===== config.mk =====
export PLATFORM = sky130hd
export DESIGN_NAME = id_operand_stage
export DESIGN_NICKNAME = d
export VERILOG_FILES = /design/src/rtl/pipeline_pkg.sv /design/src/rtl/id_operand_stage_fwd_mux.sv /design/src/rtl/id_operand_stage.sv
export SDC_FILE = /design/constraint.sdc
export NUM_CORES = 1
export LEC_CHECK = 0
export ABC_CLOCK_PERIOD_IN_PS = 15600
export CORE_AREA = 3 3 170 172
export CTS_CLUSTER_DIAMETER = 100
export DETAILED_ROUTE_END_ITERATION = 8
export DIE_AREA = 0 0 173 175
export PLACE_DENSITY = 0.63
export SYNTH_ARGS = -nofsm -noshare
export SYNTH_HDL_FRONTEND = slang
export SYNTH_SLANG_ARGS = --single-unit

===== constraint.sdc =====
create_clock -name clk -period 15.6 [get_ports clk]
set_input_delay 3.12 -clock clk [delete_from_list [all_inputs] [get_ports clk]]
set_output_delay 3.12 -clock clk [all_outputs]
set_load 0.005 [all_outputs]

===== src/rtl/pipeline_pkg.sv =====
// Shared pipeline definitions: register/data widths, instruction field positions,
// the ID/EX pipeline register layout and the register-match helper.
package pipeline_pkg;

  localparam int DW_C = 32;
  localparam int RW_C = 5;

  localparam logic [RW_C-1:0] REG_ZERO = '0;

  localparam int RS_MSB  = 25;
  localparam int RS_LSB  = 21;
  localparam int RT_MSB  = 20;
  localparam int RT_LSB  = 16;
  localparam int RD_MSB  = 15;
  localparam int RD_LSB  = 11;
  localparam int IMM_MSB = 15;
  localparam int IMM_W   = 16;

  typedef struct packed {
    logic            valid;
    logic [DW_C-1:0] pc;
    logic [DW_C-1:0] rs_val;
    logic [DW_C-1:0] rt_val;
    logic [DW_C-1:0] imm;
    logic [RW_C-1:0] rs;
    logic [RW_C-1:0] rt;
    logic [RW_C-1:0] rd;
  } id_ex_t;

  // $0 is hardwired, so a producer targeting it never matches a reader.
  function automatic logic reg_match(input logic [RW_C-1:0] src,
                                     input logic [RW_C-1:0] dst);
    return (src != REG_ZERO) && (src == dst);
  endfunction

endpackage


===== src/rtl/id_operand_stage_fwd_mux.sv =====
// One-operand source select (EX > MEM > WB > register file) plus producer-match flags.
// Forwarding paths exist only when OPERAND_BYPASS_EN is defined.
module operand_fwd_mux
  import pipeline_pkg::*;
#(
  parameter int DW = 32,
  parameter int RW = 5
) (
  input  logic [RW-1:0] src_i,
  input  logic          ex_fwd_i,
  input  logic          ex_load_i,
  input  logic [RW-1:0] ex_dst_i,
  input  logic [DW-1:0] ex_data_i,
  input  logic          mem_fwd_i,
  input  logic [RW-1:0] mem_dst_i,
  input  logic [DW-1:0] mem_data_i,
  input  logic          wb_fwd_i,
  input  logic [RW-1:0] wb_dst_i,
  input  logic [DW-1:0] wb_data_i,
  input  logic [DW-1:0] rf_data_i,
  output logic [DW-1:0] val_o,
  output logic          load_hit_o,
  output logic          busy_hit_o
);

  logic ex_m, mem_m, wb_m;

  assign ex_m  = ex_fwd_i  & reg_match(src_i, ex_dst_i);
  assign mem_m = mem_fwd_i & reg_match(src_i, mem_dst_i);
  assign wb_m  = wb_fwd_i  & reg_match(src_i, wb_dst_i);

  assign load_hit_o = ex_m & ex_load_i;
  assign busy_hit_o = ex_m | mem_m | wb_m;

`ifdef OPERAND_BYPASS_EN
  // A load in EX has no data yet; it is covered by the load-use stall instead.
  always_comb begin
    val_o = rf_data_i;
    if (src_i == REG_ZERO)         val_o = '0;
    else if (ex_m && !ex_load_i)   val_o = ex_data_i;
    else if (mem_m)                val_o = mem_data_i;
    else if (wb_m)                 val_o = wb_data_i;
  end
`else
  logic unused_fwd_data;
  assign unused_fwd_data = ^{ex_data_i, mem_data_i, wb_data_i};
  assign val_o = rf_data_i;
`endif

endmodule


===== src/rtl/id_operand_stage.sv =====
// MIPS decode/operand-fetch stage: register-file addressing, operand bypass, hazard
// stall and the ID/EX register. OPERAND_BYPASS_EN enables EX/MEM/WB forwarding.
module id_operand_stage
  import pipeline_pkg::*;
#(
  parameter int DW = 32,
  parameter int RW = 5
) (
  input  logic          clk,
  input  logic          rst,
  input  logic          valid_D,
  input  logic [DW-1:0] instr_D,
  input  logic [DW-1:0] pc_D,
  output logic [RW-1:0] A1,
  output logic [RW-1:0] A2,
  input  logic [DW-1:0] rd1,
  input  logic [DW-1:0] rd2,
  input  logic          ex_valid,
  input  logic          ex_we,
  input  logic          ex_is_load,
  input  logic [RW-1:0] ex_dst,
  input  logic [DW-1:0] ex_data,
  input  logic          mem_valid,
  input  logic          mem_we,
  input  logic [RW-1:0] mem_dst,
  input  logic [DW-1:0] mem_data,
  input  logic          wb_we,
  input  logic [RW-1:0] wb_dst,
  input  logic [DW-1:0] wb_data,
  input  logic          stall_E,
  input  logic          flush_E,
  output logic          stall_D,
  output logic          valid_E,
  output logic [DW-1:0] pc_E,
  output logic [DW-1:0] rs_val_E,
  output logic [DW-1:0] rt_val_E,
  output logic [DW-1:0] imm_E,
  output logic [RW-1:0] rs_E,
  output logic [RW-1:0] rt_E,
  output logic [RW-1:0] rd_E,
  output logic [31:0]   stall_cnt
);

  logic [RW-1:0] rs, rt, rd;
  logic [DW-1:0] imm_ext;
  logic          ex_fwd, mem_fwd;
  logic [DW-1:0] rs_val, rt_val;
  logic          rs_load, rt_load, rs_busy, rt_busy;
  logic          hazard;

  assign rs      = instr_D[RS_MSB:RS_LSB];
  assign rt      = instr_D[RT_MSB:RT_LSB];
  assign rd      = instr_D[RD_MSB:RD_LSB];
  assign imm_ext = {{(DW-IMM_W){instr_D[IMM_MSB]}}, instr_D[IMM_MSB:0]};
  assign A1      = rs;
  assign A2      = rt;

  assign ex_fwd  = ex_valid & ex_we;
  assign mem_fwd = mem_valid & mem_we;

  operand_fwd_mux #(.DW(DW), .RW(RW)) u_rs_mux (
    .src_i(rs), .ex_fwd_i(ex_fwd), .ex_load_i(ex_is_load), .ex_dst_i(ex_dst),
    .ex_data_i(ex_data), .mem_fwd_i(mem_fwd), .mem_dst_i(mem_dst),
    .mem_data_i(mem_data), .wb_fwd_i(wb_we), .wb_dst_i(wb_dst),
    .wb_data_i(wb_data), .rf_data_i(rd1), .val_o(rs_val),
    .load_hit_o(rs_load), .busy_hit_o(rs_busy)
  );

  operand_fwd_mux #(.DW(DW), .RW(RW)) u_rt_mux (
    .src_i(rt), .ex_fwd_i(ex_fwd), .ex_load_i(ex_is_load), .ex_dst_i(ex_dst),
    .ex_data_i(ex_data), .mem_fwd_i(mem_fwd), .mem_dst_i(mem_dst),
    .mem_data_i(mem_data), .wb_fwd_i(wb_we), .wb_dst_i(wb_dst),
    .wb_data_i(wb_data), .rf_data_i(rd2), .val_o(rt_val),
    .load_hit_o(rt_load), .busy_hit_o(rt_busy)
  );

`ifdef OPERAND_BYPASS_EN
  logic unused_sig;
  assign unused_sig = ^{instr_D[DW-1:RS_MSB+1], rs_busy, rt_busy};
  assign hazard = valid_D & (rs_load | rt_load);
`else
  // Without forwarding, any in-flight writer of a source register blocks decode.
  logic unused_sig;
  assign unused_sig = ^{instr_D[DW-1:RS_MSB+1], rs_load, rt_load};
  assign hazard = valid_D & (rs_busy | rt_busy);
`endif

  assign stall_D = hazard | stall_E;

  id_ex_t      id_ex_q, id_ex_d;
  logic [31:0] stall_cnt_q, stall_cnt_d;

  always_comb begin
    id_ex_d = id_ex_q;
    if (flush_E) begin
      id_ex_d = '0;
    end else if (!stall_E) begin
      if (hazard) begin
        id_ex_d = '0;
      end else begin
        id_ex_d.valid  = valid_D;
        id_ex_d.pc     = pc_D;
        id_ex_d.rs_val = rs_val;
        id_ex_d.rt_val = rt_val;
        id_ex_d.imm    = imm_ext;
        id_ex_d.rs     = rs;
        id_ex_d.rt     = rt;
        id_ex_d.rd     = rd;
      end
    end
  end

  // A squashed hazard cycle is not a real stall, so flush suppresses the count.
  always_comb begin
    stall_cnt_d = stall_cnt_q;
    if (hazard && !flush_E && (stall_cnt_q != 32'hFFFF_FFFF))
      stall_cnt_d = stall_cnt_q + 32'd1;
  end

  always_ff @(posedge clk or posedge rst) begin
    if (rst) begin
      id_ex_q     <= '0;
      stall_cnt_q <= '0;
    end else begin
      id_ex_q     <= id_ex_d;
      stall_cnt_q <= stall_cnt_d;
    end
  end

  assign valid_E   = id_ex_q.valid;
  assign pc_E      = id_ex_q.pc;
  assign rs_val_E  = id_ex_q.rs_val;
  assign rt_val_E  = id_ex_q.rt_val;
  assign imm_E     = id_ex_q.imm;
  assign rs_E      = id_ex_q.rs;
  assign rt_E      = id_ex_q.rt;
  assign rd_E      = id_ex_q.rd;
  assign stall_cnt = stall_cnt_q;

endmodule


==> results_dict.tcl <==
set metrics [dict create \
    wire_per_inst_um 17.5 \
    maxSlewHeadroom_pct 37.1 \
    synthCells 524 \
    critPathKind "input pin to output pin" \
    ys_ff_latch 155 \
    synth_top_area_share_pct 58.3 \
    die-area_sq_um 30300 \
    first_pass_iters 4 \
    ys_top_cells_by_area "dfrtp_1 (58%), a22o_1 (16%), xnor2_1 (5.5%)" \
    drive_above_1_share_pct 6.66 \
    vias 5336 \
    ctsHtreeMaxLevel 4 \
    grt_pass1_wl_um 32900 \
    clockRootBuffer "clkbuf_16" \
    power_density_nw_per_um2 95.2 \
    clk_latency_ps 420 \
    syn_area_sq_um 6650 \
    fillCellCount 2703 \
    post-dp-hpwl_um 14900 \
    status "complete, no violations" \
    wl_um 21100 \
    grt_max_degree 88 \
    ctsHoldBuffers 0 \
    min_from "imm_E[1]$_DFFE_PP0P_" \
    end_kind "output pin" \
    crit_fanout 20 \
    core-area_sq_um 27600 \
    maxSlewViolCount 0 \
    fin_skew_ps 7.54 \
    fin_ws_ps 6810 \
    drv_cap 0 \
    worst_pin_slew_ps 943 \
    fp.dieH_um 175 \
    yosys_warnings 0 \
    avgSynthCellArea_sq_um 12.7 \
    clk_pin_slew_ps 70 \
    antenna_found_initial 1 \
    numCtsBuffers 17 \
    initialDrtViolationCount 242 \
    num_antenna_cells 0 \
    antenna_left 0 \
    hp-class "flip-flop to flip-flop" \
    initial_core_util_pct 24.1 \
    dieWidth_um 173 \
    reg2reg_from "stall_cnt[6]$_DFFE_PP0P_" \
    synth_top_cell_by_area "dfrtp_1" \
    min_period_ps 8790 \
    cts.path.max_buffers 2 \
    ys_types 37 \
    fin_nets 1064 \
    routabilityCongestion 0.764 \
    worstPathArrival_ps 5670 \
    grt_pass1_vias 5460 \
    fmax_mhz 114 \
    track_usage_pct 13.6 \
    startpoint "instr_D[19]" \
    pin_count 437 \
    io_buffers 333 \
    pre_cts_slack_ps 6770 \
    hold_viol_final 0 \
    cp.required_ps 12480 \
    drc_errors 0 \
    fin_crit_sh_pct 56.4 \
    postCtsResizedCells 0 \
    start_kind "input pin" \
    grt_overflow 0 \
    p_leak_nw 4.52 \
    synth-seq-area-share_pct 58.3 \
    rsz0062_at_grt "no" \
    ir_drop_v 0.0000652 \
    setup_viol 0 \
    post_cts_buffers 0 \
    cts_tree "built" \
    cts.sinks 155 \
    syn2layout_area_growth_pct 60.3 \
    tns_ps 0 \
    rows 61 \
    vias_per_cell 4.43 \
    syn_nets 775 \
]
-- placed cells by master (no fill, tap or decap), types with 2 or more instances in the layout --
| master | n |
|---|---|
| a21oi_1 | 2 |
| a22o_1 | 122 |
| and2_1 | 3 |
| and3_1 | 11 |
| buf_4 | 6 |
| clkbuf_16 | 17 |
| clkdlybuf4s50_1 | 333 |
| clkinv_4 | 4 |
| dfrtp_1 | 155 |
| inv_1 | 4 |
| inv_6 | 4 |
| inv_8 | 5 |
| nand2_1 | 14 |
| nand3_1 | 20 |
| nand4_1 | 17 |
| nor2_1 | 5 |
| nor2b_1 | 2 |
| nor3_1 | 10 |
| nor4_1 | 3 |
| nor4_2 | 8 |
| o32ai_1 | 2 |
| xnor2_1 | 42 |
| xor2_1 | 18 |
-- routing by layer --
| layer | vias up | track usage, % | routed length (um) |
|---|---|---|---|
| li1 | 2486 | - | - |
| met1 | 2631 | 17.7 | 9410 |
| met2 | 205 | 22.5 | 10200 |
| met3 | 12 | 3.93 | 1270 |
| met4 | 2 | 3.04 | 204 |
| met5 | - | 0 | 13 |
-- sequential cells by signal, indices dropped and copies added (netlist names) --
| signal | count |
|---|---|
| valid_E | 1 |
| imm_E | 16 |
| pc_E | 32 |
| rt_val_E | 32 |
| stall_cnt | 32 |
| rt_E | 5 |
| rs_val_E | 32 |
| rs_E | 5 |
-- layout make-up --
type                            count  area [sq um]  area share, %
Sequential cell                   155          3880           36.4
Timing Repair Buffer              339          3380           31.7
Multi-Input combinational cell    295          2320           21.7
Tap cell                          378           473           4.44
Clock buffer                       18           439           4.12
Clock inverter                     14           153           1.43
Inverter                            5          23.8          0.223
-- critical path, stage by stage --
cell and delay (ps):
clkdlybuf4s50_1 710, xnor2_1 170, nand4_1 120, o32ai_1 330, a21boi_1 150, a21boi_2 150, buf_4 260, or2_2 160
clkdlybuf4s50_1 500
-- cells by family (layout without fill, tap and decap cells) --
group                      after synthesis  count (layout)  synth area share [%]
DFF                                    155             155                  58.3
AOI/OAI and AO/OA                      131             131                  17.1
and+or+nand+nor                        102             102                  9.33
buffers and inverters                   74             376                  6.98
xor gates and xnor gates                60              60                  7.90
adders and majority gates                1               1                 0.188
muxes                                    1               1                 0.169
-- through the flow --
step | area, sq um | std cells | util [%] | hold WS (ps) | total power, mW
CTS | 10700 | 1204 | 38.6 | 509 | 1.03
detailed placement | 10100 | 1172 | 36.4 | 490 | 0.602
finish | 10700 | 1204 | 38.6 | 502 | 1.02
floorplan | 6650 | 524 | - | 477 | 0.502
global route | 10700 | 1204 | 38.6 | 519 | 1.06
global placement | 10100 | 1172 | 36.4 | 487 | 0.601
-- report_power, final --
group          switching, mW  internal [mW]
Sequential            0.0136          0.423
Clock                  0.191          0.232
Combinational         0.0581         0.0974
Total                  0.262          0.753
-- cell usage after synthesis --
cell type    n
nor3_4       1
a21oi_2      1
a22o_1     122
or3_1        1
nor2_1       5
clkbuf_2     1
nor3_1      10
and2_4       1
mux2_1       1
buf_2        7
a21o_2       1
nor4_1       3
or2_2        1
ha_1         1
inv_1        5
a21oi_1      2
clkbuf_1    16
and2_1       3
xnor2_1     42
buf_4       43
nor2b_1      3
nand3b_1     1
o22ai_1      1
nand4_1     17
or4_1        1
dfrtp_1    155
xor2_1      18
buf_6        2
nand4b_1     1
nor4_2       8
nand2_1     14
a21boi_2     1
nand3_1     20
a21boi_1     1
o32ai_1      2
and3_1      11
nand2_2      1
-- path summary, 6_finish.rpt --
check	slack [ps]	cells after the start	end
hold reg to reg	500	1	imm_E[1]$_DFFE_PP0P_
setup / recovery	6810	9	stall_D
setup reg to reg	13150	7	stall_cnt[1]$_DFFE_PP0P_
min in group asynchronous	3180	2	rs_val_E[15]$_DFFE_PP0P_
hold / removal	500	1	imm_E[1]$_DFFE_PP0P_
max in group asynchronous	10860	3	rs_val_E[16]$_DFFE_PP0P_
No activity file was read; power rests on OpenSTA's default activity.
